[config.mk]
export PLATFORM = sky130hd
export DESIGN_NAME = jtdsp16_loop
export DESIGN_NICKNAME = d
export VERILOG_FILES = /design/src/rtl/jtdsp16_pkg.sv /design/src/rtl/jtdsp16_loop_mem.sv /design/src/rtl/jtdsp16_loop.sv
export SDC_FILE = /design/constraint.sdc
export NUM_CORES = 1
export LEC_CHECK = 0
export ABC_AREA = 1
export CAP_MARGIN = 25
export CORE_MARGIN = 2
export CORE_UTILIZATION = 60
export DETAILED_ROUTE_END_ITERATION = 10
export PLACE_DENSITY = 0.89
export SLEW_MARGIN = 0
export SYNTH_ARGS = -nofsm -noshare
export SYNTH_HDL_FRONTEND = slang
export SYNTH_SLANG_ARGS = --single-unit
[constraint.sdc]
create_clock -name clk -period 2.3 [get_ports clk]
set_clock_uncertainty 0.1 [all_clocks]
set_input_delay 0.345 -clock clk [delete_from_list [all_inputs] [get_ports clk]]
set_output_delay 0.345 -clock clk [all_outputs]
set_load 0.01 [all_outputs]
[src/rtl/jtdsp16_pkg.sv]
// Shared definitions for the JTDSP16 hardware loop (DO/REDO) instruction cache.
package jtdsp16_pkg;

  typedef enum logic [1:0] {
    ST_IDLE   = 2'd0,
    ST_FILL   = 2'd1,
    ST_REPLAY = 2'd2
  } loop_state_e;

  // A DO with NI equal to this code replays the already stored body (REDO).
  localparam int unsigned NI_REDO = 0;

endpackage

[src/rtl/jtdsp16_loop_mem.sv]
// Loop body storage: DEPTH x 16 words, synchronous write, combinational read.
module jtdsp16_loop_mem #(
  parameter int unsigned DEPTH = 15,
  parameter int unsigned AW    = 4
) (
  input  logic          clk,
  input  logic          i_we,
  input  logic [AW-1:0] i_waddr,
  input  logic [15:0]   i_wdata,
  input  logic [AW-1:0] i_raddr,
  output logic [15:0]   o_rdata
);

  logic [15:0] r_mem [DEPTH];

  always_ff @(posedge clk) begin
    if (i_we) r_mem[i_waddr] <= i_wdata;
  end

  assign o_rdata = r_mem[i_raddr];

endmodule

[src/rtl/jtdsp16_loop.sv]
// JTDSP16 hardware loop controller: captures a DO body from ROM, then replays it
// from the local cache while holding the program counter.
module jtdsp16_loop
  import jtdsp16_pkg::*;
#(
  parameter int unsigned DEPTH = 15,
  parameter int unsigned KW    = 7,
  parameter int unsigned NIW   = 4
) (
  input  logic           clk,
  input  logic           rst,
  input  logic           cen,
  input  logic           do_start,
  input  logic [NIW-1:0] do_ni,
  input  logic [KW-1:0]  do_k,
  input  logic [15:0]    rom_dout,
  output logic [15:0]    cache_dout,
  output logic           use_cache,
  output logic           pc_hold,
  output logic           no_int,
  output logic           busy,
  output logic           err
);

  localparam int unsigned    PW       = $clog2(DEPTH);
  localparam logic [NIW-1:0] DEPTH_NI = NIW'(DEPTH);

  loop_state_e    r_state, w_state_nxt;
  logic [PW-1:0]  r_wr_ptr, r_rd_ptr;
  logic [NIW-1:0] r_ni, r_body_len;
  logic [KW-1:0]  r_rem;
  logic           r_err;

  logic           w_do_ok, w_redo_ok, w_wr_last, w_rd_last;
  logic           w_start_fill, w_start_redo, w_fill_step, w_replay_step, w_err_nxt;
  logic [15:0]    w_mem_rdata;

  assign w_do_ok   = (do_ni != NIW'(NI_REDO)) && (do_ni <= DEPTH_NI) && (do_k != '0);
  assign w_redo_ok = (do_ni == NIW'(NI_REDO)) && (r_body_len != '0) && (do_k != '0);
  assign w_wr_last = (NIW'(r_wr_ptr) == r_ni - NIW'(1));
  assign w_rd_last = (NIW'(r_rd_ptr) == r_body_len - NIW'(1));

  always_ff @(posedge clk) begin
    if (rst) r_state <= ST_IDLE;
    else     r_state <= w_state_nxt;
  end

  always_comb begin
    w_state_nxt   = r_state;
    w_start_fill  = 1'b0;
    w_start_redo  = 1'b0;
    w_fill_step   = 1'b0;
    w_replay_step = 1'b0;
    w_err_nxt     = 1'b0;
    if (cen) begin
      unique case (r_state)
        ST_IDLE: begin
          if (do_start) begin
            if (w_do_ok) begin
              w_start_fill = 1'b1;
              w_state_nxt  = ST_FILL;
            end else if (w_redo_ok) begin
              w_start_redo = 1'b1;
              w_state_nxt  = ST_REPLAY;
            end else begin
              w_err_nxt = 1'b1;
            end
          end
        end
        ST_FILL: begin
          w_err_nxt   = do_start;
          w_fill_step = 1'b1;
          if (w_wr_last) w_state_nxt = (r_rem == '0) ? ST_IDLE : ST_REPLAY;
        end
        ST_REPLAY: begin
          w_err_nxt     = do_start;
          w_replay_step = 1'b1;
          if (w_rd_last && r_rem == KW'(1)) w_state_nxt = ST_IDLE;
        end
        default: w_state_nxt = ST_IDLE;
      endcase
    end
  end

  // Pointers wrap to 0 on the last entry so they never reach DEPTH.
  always_ff @(posedge clk) begin
    if (rst) begin
      r_wr_ptr   <= '0;
      r_rd_ptr   <= '0;
      r_rem      <= '0;
      r_body_len <= '0;
      r_ni       <= '0;
      r_err      <= 1'b0;
    end else begin
      r_err <= w_err_nxt;
      if (w_start_fill) begin
        r_ni     <= do_ni;
        r_rem    <= do_k - KW'(1);
        r_wr_ptr <= '0;
      end
      if (w_start_redo) begin
        r_rem    <= do_k;
        r_rd_ptr <= '0;
      end
      if (w_fill_step) begin
        if (w_wr_last) begin
          r_wr_ptr   <= '0;
          r_body_len <= r_ni;
          r_rd_ptr   <= '0;
        end else begin
          r_wr_ptr <= r_wr_ptr + PW'(1);
        end
      end
      if (w_replay_step) begin
        if (w_rd_last) begin
          r_rd_ptr <= '0;
          r_rem    <= r_rem - KW'(1);
        end else begin
          r_rd_ptr <= r_rd_ptr + PW'(1);
        end
      end
    end
  end

  jtdsp16_loop_mem #(
    .DEPTH (DEPTH),
    .AW    (PW)
  ) u_mem (
    .clk     (clk),
    .i_we    (w_fill_step),
    .i_waddr (r_wr_ptr),
    .i_wdata (rom_dout),
    .i_raddr (r_rd_ptr),
    .o_rdata (w_mem_rdata)
  );

  assign cache_dout = w_mem_rdata;
  assign use_cache  = (r_state == ST_REPLAY);
  assign pc_hold    = (r_state == ST_REPLAY);
  assign busy       = (r_state != ST_IDLE);
  assign no_int     = busy;
  assign err        = r_err;

endmodule

==> results.ini, run 1 <==
[status]
status=finished, violations left
violations=setup timing

[power_and_ir_drop]
intPower_w=0.00833
power_density_nw_per_um2=758
irDropWorstVdd_mv=0.531
pwr-share-clk_pct=40.9
switching_power_w=0.00267
sw_frac_of_total_pct=24.3
comb_power_share_pct=10.4
fin_total_pwr_w=0.0110
p_leak_nw=5.33
seqPwrFrac_pct=48.7

[sta]
period_needed_ns=2.63
rsz0062_at_grt=true
period_share_pct=114
hold_viol_final=0
layout_setup_ws_ns=-0.326
max_slew_margin_pct=51.8
max_freq_ghz=0.381
final_max_slew_viol_count=0
finalSetupTns_ns=-4.05
worst_pin_slew_ns=0.720
hold_slack_ns=0.341
finalSetupViolations=17

[grt]
antenna_found_initial=0
groute.usage.overall_pct=32.5
grt_max_degree=25
grt_pass1_wl_um=48600
grt_pass1_vias=8494
grt_overflow_total=0

[die]
core-area_um2=18100
pin_count=52
die-width_um=141
fp.dieArea_um2=19700
start_util_pct=61.6
die_y_um=141
rows=49

[clock_tree]
htree_levels=1
clkLatencyLatePin_ns=0.55
clock_tree.buffer_depth=3
cts_sinks=266
clk_pin_slew_worst_paths_ns=0.08
clockRootBuffer=clkbuf_16
cts_tree=built
cts_buffers=27

[placement]
gp_congestion=0.894
place_area_um2=12500
io_buffers=51
hpwl_um=17300

[synth]
syn_nets=991
synthMuxAreaShare_pct=0.0895
synthTopCellsByArea=edfxtp_1, nand2_1, dfxtp_1
postSynthCellCount=944
yosysWarnings=0
seq_area_frac_synth_pct=69.1
synth_cell_type_count=34
yosys.area.top_type=edfxtp_1
synth_top_area_share_pct=64.5
syn_avg_cell_area_um2=11.8
netlist_area_um2=11200
synth_top_family_by_area=simple AND/OR/NAND/NOR gates
ys_ff_latch=266
synthAdderAreaFrac_pct=1.79
synth_compound_area_share_pct=11.3
synthXorXnorAreaFrac_pct=1.33
yosys.area_share.simple_pct=12.5

[drt]
routed_wirelength_um=38800
routedWlPerCell_um=29.0
final_antenna_net_count=0
avgViaCountPerCell=7.03
dr.pass1.iters=7
route.detailed.drc=0
vias=9379
dr.first_iter.drc_count=1651

[layout]
n_antenna_cell=0
drive_gt1_share_pct=26.5
seq_area_um2=7740
multi_input_area_um2=3520
syn_to_final_growth_pct=29.9
stdcell_area_um2=14500
nets=1134
fillers=832

[worst_hold_path]
hp-class=input pin to flop

[critical_path]
cp-start-kind=flop
critPathMaxStageDelay_ns=0.50
cp_cell_sequence=buf_8 > buf_12 > o21ai_4 > o221ai_2 > o2111ai_2 > o21ai_2 > buf_2
critPathRequiredTime_ns=1.86
critPathCaptureType=output port
critical_path_class=flop to output port
critPathArrivalTime_ns=2.18
crit_slowest_cell=dfxtp_4
critical_path.max_fanout=8

[job]
max_cap_violations=0

-- layer usage --
metal  share of wire (%)  GRT usage, %  vias to the layer above
met5                   0             0                        -
met4                 8.8          18.7                        0
met3                  14          7.28                      293
met2                  45          52.2                     1049
met1                  32          41.3                     4331
li1                    -             -                     3706
-- worst max-delay path: cells and delay by family (launching register included) --
family          cells  cell delay (ns)
buf+inv             3             0.50
flops               1             0.50
compound gates      4             0.64
-- per-stage QoR --
stage	setup WS (ns)	util (%)	instances
after floorplan	0.263	-	944
after global placement	-0.0470	68.6	1243
after detailed placement	-0.195	68.6	1243
after CTS	-0.181	75.7	1313
after global routing	-0.359	80.0	1335
final	-0.326	80.0	1335
-- placed cells by master, fill, tap and decap left out, drive strengths merged --
master / instances
edfxtp: 240
nand2: 156
buf: 123
nor2: 121
o21ai: 110
nand3: 54
inv: 43
clkbuf: 42
a21oi: 41
clkdlybuf4s50: 33
dfxtp: 26
xor2: 17
ha: 16
o2111ai: 16
o221ai: 16
clkinv: 11
a221oi: 8
o22ai: 8
o221a: 8
nor3: 4
nand3b: 3
bufinv: 2
dlygate4sd2: 2
nand4: 2
mux2i: 1
clkinvlp: 1
o21bai: 1
nor4: 1
-- power by group through the flow --
| stage | logic [W] | clock network, W | registers [W] |
|---|---|---|---|
| finish | 0.00115 | 0.00450 | 0.00536 |
| global route | 0.00121 | 0.00464 | 0.00536 |
| CTS | 0.000935 | 0.00431 | 0.00535 |
| detailed placement | 0.000857 | 0 | 0.00545 |
| global placement | 0.000821 | 0 | 0.00545 |
| floorplan | 0.000496 | 0 | 0.00544 |
-- worst paths after layout --
kind                               start                     end  slack (ns)  cells after the start
setup / recovery  r_rd_ptr[0]$_SDFF_PP0_          cache_dout[15]       -0.33                      7
setup reg to reg  r_rd_ptr[3]$_SDFF_PP0_  r_rd_ptr[0]$_SDFF_PP0_       -0.01                      9
hold / removal                  do_start          err$_SDFF_PP0_        0.34                      3
hold reg to reg     r_ni[3]$_SDFFE_PP0N_    r_ni[3]$_SDFFE_PP0N_        0.42                      2
-- cell families after synthesis --
kind of cell,Yosys count
compound gates,208
xor+xnor,17
fa+ha+maj,16
buf+inv,95
flops,266
mux,1
simple gates,341
-- Yosys cell counts --
master	number
clkbuf_1	20
nor3_1	4
ha_1	16
o21ai_0	89
buf_1	1
buf_6	2
o21bai_1	1
o21ai_1	19
nor2_2	3
inv_4	1
edfxtp_1	240
mux2i_1	1
a221oi_1	8
o2111ai_1	16
o221a_2	8
xor2_1	17
nand3_1	52
nand2_1	155
nand3b_1	3
o221ai_1	16
o21ai_2	2
inv_1	39
nor4_1	1
buf_4	10
nand4_2	1
inv_2	3
a21oi_1	41
buf_2	19
dfxtp_1	26
nand3_2	2
o22ai_1	8
nor2_1	118
nand2_2	1
nand4_1	1
-- layout make-up --
class / instances / area share [%]
inverters: 43 / 1.31
repair buffers: 166 / 13.1
clock inverters: 14 / 0.845
clock buffers: 34 / 5.18
well taps: 229 / 1.97
multi-input cells: 583 / 24.3
flip-flops and latches: 266 / 53.3
-- sequential cells by signal, summed over array words and instances (netlist names) --
register     count
r_wr_ptr         4
r_ni             4
u_mem.r_mem    240
r_state          2
r_rd_ptr         4
err              1
r_body_len       4
r_rem            7
-- what timing repair did --
| action | in CTS | in global routing |
|---|---|---|
| resized for setup | 137 | 138 |
| gates cloned | 4 | 8 |
| setup buffers | 18 | 15 |
| endpoints found under the hold margin | 0 | 0 |
| pin swaps | 21 | 55 |
| hold buffers | 0 | 0 |
| endpoints found under the setup margin | 19 | 16 |
Power figures use the tool's default switching activity.
==> run 2, diff against run 1 <==
Settings changed: PLACE_DENSITY 0.89 to 0.84.
==> results.ini, run 2 (same netlist as run 1, synthesis figures left out) <==
[grt]
grt_pass1_vias=8260  ; -2.8%
grt_overflow_total=0  ; unchanged
groute.usage.overall_pct=32.3  ; -0.20 points
grt_pass1_wl_um=48100  ; -1.0%
grt_max_degree=30  ; +20%
antenna_found_initial=0  ; unchanged

[drt]
route.detailed.drc=0  ; unchanged
avgViaCountPerCell=6.58  ; -6.3%
final_antenna_net_count=0  ; unchanged
routed_wirelength_um=33900  ; -13%
vias=8712  ; -7.1%
routedWlPerCell_um=25.6  ; -12%
dr.pass1.iters=6  ; -1
dr.first_iter.drc_count=1416  ; -14%

[worst_hold_path]
whs_path_depth=3  ; unchanged
hp-class=input pin to flop

[status]
status=finished, violations left
violations=setup timing

[critical_path]
reg2regPathDepth=14  ; +5
cp_top_family=compound AO/OA/AOI/OAI gates
cp.depth=9  ; +2
critPathMaxStageDelay_ns=0.38  ; -0.12 ns
crit_slowest_cell=dfxtp_4
cp_cell_sequence=inv_2 > buf_6 > nand2_4 > buf_8 > a21oi_1 > a221oi_1 > o21ai_1 > nand2_1 > buf_6
worst-path-buf-inv=4  ; +1
critical_path_class=flop to output port
critPathArrivalTime_ns=2.17  ; about the same
cp-start-kind=flop
path_common_cell=buf_6
critical_path.max_fanout=6  ; -2
critPathCaptureType=output port
critPathRequiredTime_ns=1.86  ; about the same

[die]
core-area_um2=18100  ; unchanged
die-width_um=141  ; unchanged
fp.dieArea_um2=19700  ; unchanged
start_util_pct=61.6  ; unchanged
die_y_um=141  ; unchanged
pin_count=52  ; unchanged
rows=49  ; unchanged

[clock_tree]
clkLatencyLatePin_ns=0.54  ; about the same
clk_pin_slew_worst_paths_ns=0.07  ; about the same
cts_buffers=26  ; -3.7%
hold_buffers=0  ; unchanged
htree_levels=1  ; unchanged
clock_tree.buffer_depth=3  ; unchanged
cts_sinks=266  ; unchanged
clockRootBuffer=clkbuf_16
cts_tree=built

[sta]
final_max_slew_viol_count=0  ; unchanged
finalSetupViolations=16  ; -1
period_share_pct=114  ; -0.43 points
rsz0062_at_grt=true
period_needed_ns=2.62  ; -0.0100 ns
layout_setup_ws_ns=-0.316  ; +0.0100 ns
hold_slack_ns=0.348  ; +0.00725 ns
finalSetupTns_ns=-3.09  ; +0.960 ns
worst_pin_slew_ns=0.648  ; -0.0723 ns
max_slew_margin_pct=56.7  ; +4.8 points
hold_viol_final=0  ; unchanged
max_freq_ghz=0.382  ; +0.38%

[layout]
reg_top3=u_mem.r_mem x240, r_rem x7
largest_reg_flops=240  ; unchanged
n_antenna_cell=0  ; unchanged
syn_to_final_growth_pct=27.6
drive_gt1_share_pct=24.1  ; -2.4 points
final_common_cell=edfxtp_1
nets=1125  ; -0.79%
final_util_pct=78.6  ; -1.4 points
layout_common_cells=edfxtp_1, nand2_1, nor2_1, buf_4, o21ai_1
largest-register=u_mem.r_mem

[power_and_ir_drop]
p_leak_nw=5.18  ; -2.7%
power_density_nw_per_um2=738  ; -2.6%
pwr-share-clk_pct=38.7  ; -2.2 points
comb_power_share_pct=10.4  ; about the same
switching_power_w=0.00249  ; -6.7%
intPower_w=0.00803  ; -3.6%
fin_total_pwr_w=0.0105  ; -4.3%
irDropWorstVdd_mv=0.500  ; -5.8%
sw_frac_of_total_pct=23.7  ; -0.61 points
seqPwrFrac_pct=50.9  ; +2.2 points

[placement]
io_buffers=51  ; unchanged
gp_congestion=0.852  ; -4.7%
hpwl_um=17000  ; -1.8%

[job]
max_cap_violations=0  ; unchanged

[run 2: what timing repair did]
action,4_1_cts,5_1_grt
resized for setup,212,59
cloned,8,1
setup endpoints to repair,18,23
setup buffers,25,6
pin swaps,46,32
[run 2: through the flow]
step | instance area [um^2] | setup WS (ns) | cells
2_1_floorplan | 11200 | 0.263 | 944
3_3_place_gp | 12500 | -0.0279 | 1242
3_5_place_dp | 12500 | -0.143 | 1242
4_1_cts | 14000 | -0.158 | 1319
5_1_grt | 14300 | -0.342 | 1324
6_report | 14300 | -0.316 | 1324
[run 2: path summary, 6_finish.rpt]
check / to / slack, ns / start
setup / recovery: cache_dout[12] / -0.32 / r_rd_ptr[1]$_SDFF_PP0_
hold / removal: err$_SDFF_PP0_ / 0.35 / do_start
setup reg to reg: r_state[1]$_SDFFE_PP0P_ / 0.10 / r_rd_ptr[0]$_SDFF_PP0_
hold reg to reg: r_ni[3]$_SDFFE_PP0N_ / 0.40 / r_ni[3]$_SDFFE_PP0N_
[run 2: layout make-up]
type	instances	area [um^2]
flip-flops and latches	266	7740
inverters	43	183
multi-input cells	583	3450
repair buffers	158	1830
clock inverters	12	85.1
clock buffers	33	698
fillers	925	3880
well taps	229	287
[run 2: worst reg2reg max path, cell delays in order (launching register included)]
cell	delay (ns)
dfxtp_4	0.44
buf_6	0.19
buf_6	0.13
buf_4	0.13
buf_4	0.13
nand2_1	0.05
nand2_1	0.05
nand2_1	0.06
nor2_2	0.24
nand3_1	0.13
nand2_1	0.08
nand3_1	0.14
nand2_1	0.10
nand2_1	0.05
nor2_1	0.10
[run 2: power by group through the flow]
stage	Sequential [W]	Clock (W)	Combinational, W
global placement	0.00545	0	0.000855
finish	0.00535	0.00407	0.00110
floorplan	0.00544	0	0.000496
global route	0.00536	0.00425	0.00118
detailed placement	0.00545	0	0.000881
CTS	0.00535	0.00396	0.00103
[run 2: layer usage]
layer / track usage, % / wire length, um / up-vias
met2: 53.4 / 16100 / 776
met1: 42.1 / 11900 / 4114
met5: 0 / 0 / -
met4: 14.3 / 1820 / 0
li1: - / - / 3681
met3: 6.50 / 4040 / 141
==> run 3, diff against run 2 <==
Settings changed: CORE_UTILIZATION 60 to 50, PLACE_DENSITY 0.84 to 0.73, REMOVE_ABC_BUFFERS set to 1.
==> results.ini, run 3 (same netlist as run 1, synthesis figures left out) <==
[status]
status=finished, violations left
violations=setup timing

[die]
start_util_pct=51.1  ; -11 points
die-width_um=154  ; +9.3%
pin_count=52  ; unchanged
fp.dieArea_um2=23600  ; +19%
rows=54  ; +10%
die_y_um=154  ; +9.3%
core-area_um2=21900  ; +21%

[power_and_ir_drop]
p_leak_nw=5.25  ; +1.3%
power_density_nw_per_um2=758  ; +2.7%
irDropWorstVdd_mv=0.519  ; +3.9%
fin_total_pwr_w=0.0110  ; +4.1%

[placement]
hpwl_um=15600  ; -7.9%
gp_congestion=0.832  ; -2.3%
dp_cells=1283  ; +3.3%
io_buffers=51  ; unchanged

[sta]
final_max_slew_viol_count=0  ; unchanged
hold_viol_final=0  ; unchanged
layout_setup_ws_ns=-0.186  ; +0.130 ns
period_needed_ns=2.49  ; -0.130 ns
finalSetupViolations=16  ; unchanged
worst_pin_slew_ns=0.563  ; -0.0847 ns
max_slew_margin_pct=62.3  ; +5.7 points
rsz0062_at_grt=true
period_share_pct=108  ; -5.7 points
max_freq_ghz=0.402  ; +5.2%

[layout]
nets=1111  ; -1.2%
largest-register=u_mem.r_mem
syn_to_final_growth_pct=29.4
drive_gt1_share_pct=24.0  ; -0.12 points
final_common_cell=edfxtp_1
layout_common_cells=edfxtp_1, nand2_1, nor2_1, o21ai_0, o21ai_1
reg_top3=u_mem.r_mem x240, r_rem x7
n_antenna_cell=0  ; unchanged
stdcell_count=1364  ; +3.0%
largest_reg_flops=240  ; unchanged

[grt]
grt_max_degree=27  ; -10%
grt_pass1_wl_um=46900  ; -2.6%
grt_pass1_vias=8346  ; +1.0%
groute.usage.overall_pct=25.9  ; -6.5 points
antenna_found_initial=0  ; unchanged
grt_overflow_total=0  ; unchanged

[clock_tree]
cts_buffers=27  ; +3.8%
clockRootBuffer=clkbuf_16
clkLatencyLatePin_ns=0.53  ; about the same
clock_tree.buffer_depth=3  ; unchanged
clk_pin_slew_worst_paths_ns=0.06  ; about the same
cts_sinks=266  ; unchanged
cts_tree=built
htree_levels=1  ; unchanged
hold_buffers=0  ; unchanged

[critical_path]
reg2regPathDepth=13  ; -1
critPathRequiredTime_ns=1.86  ; about the same
worstSetupStartpoint=r_rd_ptr[0]$_SDFF_PP0_
critical_path_class=flop to output port
critical_path.max_fanout=13  ; +7
r2r-start=r_rd_ptr[0]$_SDFF_PP0_
cp-start-kind=flop
critPathCaptureType=output port
crit_slowest_cell=dfxtp_4
cp_cell_sequence=buf_12 > buf_6 > buf_16 > nor2_1 > o221ai_1 > o2111ai_1 > nand2_1 > buf_2
critPathMaxStageDelay_ns=0.39  ; about the same
critPathArrivalTime_ns=2.04  ; -0.13 ns

[drt]
route.detailed.drc=0  ; unchanged
dr.pass1.iters=7  ; +1
vias=8218  ; -5.7%
dr.first_iter.drc_count=815  ; -42%
routed_wirelength_um=31100  ; -8.1%
routedWlPerCell_um=22.8  ; -11%
final_antenna_net_count=0  ; unchanged
avgViaCountPerCell=6.02  ; -8.4%

[worst_hold_path]
min_from=do_start
hp-class=input pin to flop
whs_path_depth=3  ; unchanged

[job]
max_cap_violations=0  ; unchanged

run 3: changes by cell type in the layout (fill, tap and decap cells not counted), sizes merged:
| cell | change |
|---|---|
| buf | -20 |
| clkbuf | +4 |
| bufinv | +3 |
| inv | +3 |
| clkinvlp | -2 |
| bufbuf | +1 |
run 3: per-layer routing:
layer	vias up	global-route usage, %	wire (um)
met3	104	4.96	2930
met5	-	0	0
met4	0	11.6	1530
li1	3656	-	-
met2	498	44.1	15300
met1	3960	32.3	11400
run 3: power breakdown:
| group | leakage (nW) | internal (W) | total, W | switching, W |
|---|---|---|---|---|
| Combinational | 2.45 | 0.000521 | 0.00116 | 0.000638 |
| Clock | 0.435 | 0.00264 | 0.00446 | 0.00181 |
| Sequential | 2.37 | 0.00531 | 0.00535 | 0.0000329 |
run 3: path summary, 6_finish.rpt:
check	to	slack, ns
max	cache_dout[10]	-0.19
min reg2reg	r_body_len[3]$_SDFFE_PP0P_	0.39
min	err$_SDFF_PP0_	0.34
max reg2reg	r_rd_ptr[1]$_SDFF_PP0_	0.06
run 3: through the flow:
stage / cell area [um^2] / setup slack [ns] / utilization (%) / TNS [ns] / hold WS, ns
after CTS: 14200 / -0.142 / 64.8 / -1.72 / 0.317
after global placement: 12600 / -0.0195 / 57.4 / -0.0380 / 0.390
after detailed placement: 12600 / -0.159 / 57.4 / -0.264 / 0.387
after floorplan: 10900 / -2.13 / - / -58.35 / 0.314
final: 14500 / -0.186 / 66.1 / -1.94 / 0.337
after global routing: 14500 / -0.241 / 66.1 / -3.12 / 0.343
run 3: final cells by class:
| cell class | count | area, um^2 |
|---|---|---|
| sequential | 266 | 7740 |
| fill | 1481 | 7420 |
| multi-input combinational | 583 | 3430 |
| timing repair buffer | 142 | 1850 |
| clock buffer | 34 | 712 |
| tap | 280 | 350 |
| inverter | 43 | 193 |
| clock inverter | 15 | 181 |
| timing repair inverter | 1 | 16.3 |
run 3: critical path: cells and delay by family, from the launching register on:
kind            cells  cell delay [ns]
simple gates        2             0.16
flops               1             0.39
compound gates      2             0.38
buf+inv             4             0.58
run 3: repair_timing:
item | CTS | global route
gates cloned | 14 | 4
pin swaps | 37 | 28
endpoints found under the setup margin | 18 | 25
buffers inserted | 15 | 1
resized for setup | 174 | 62
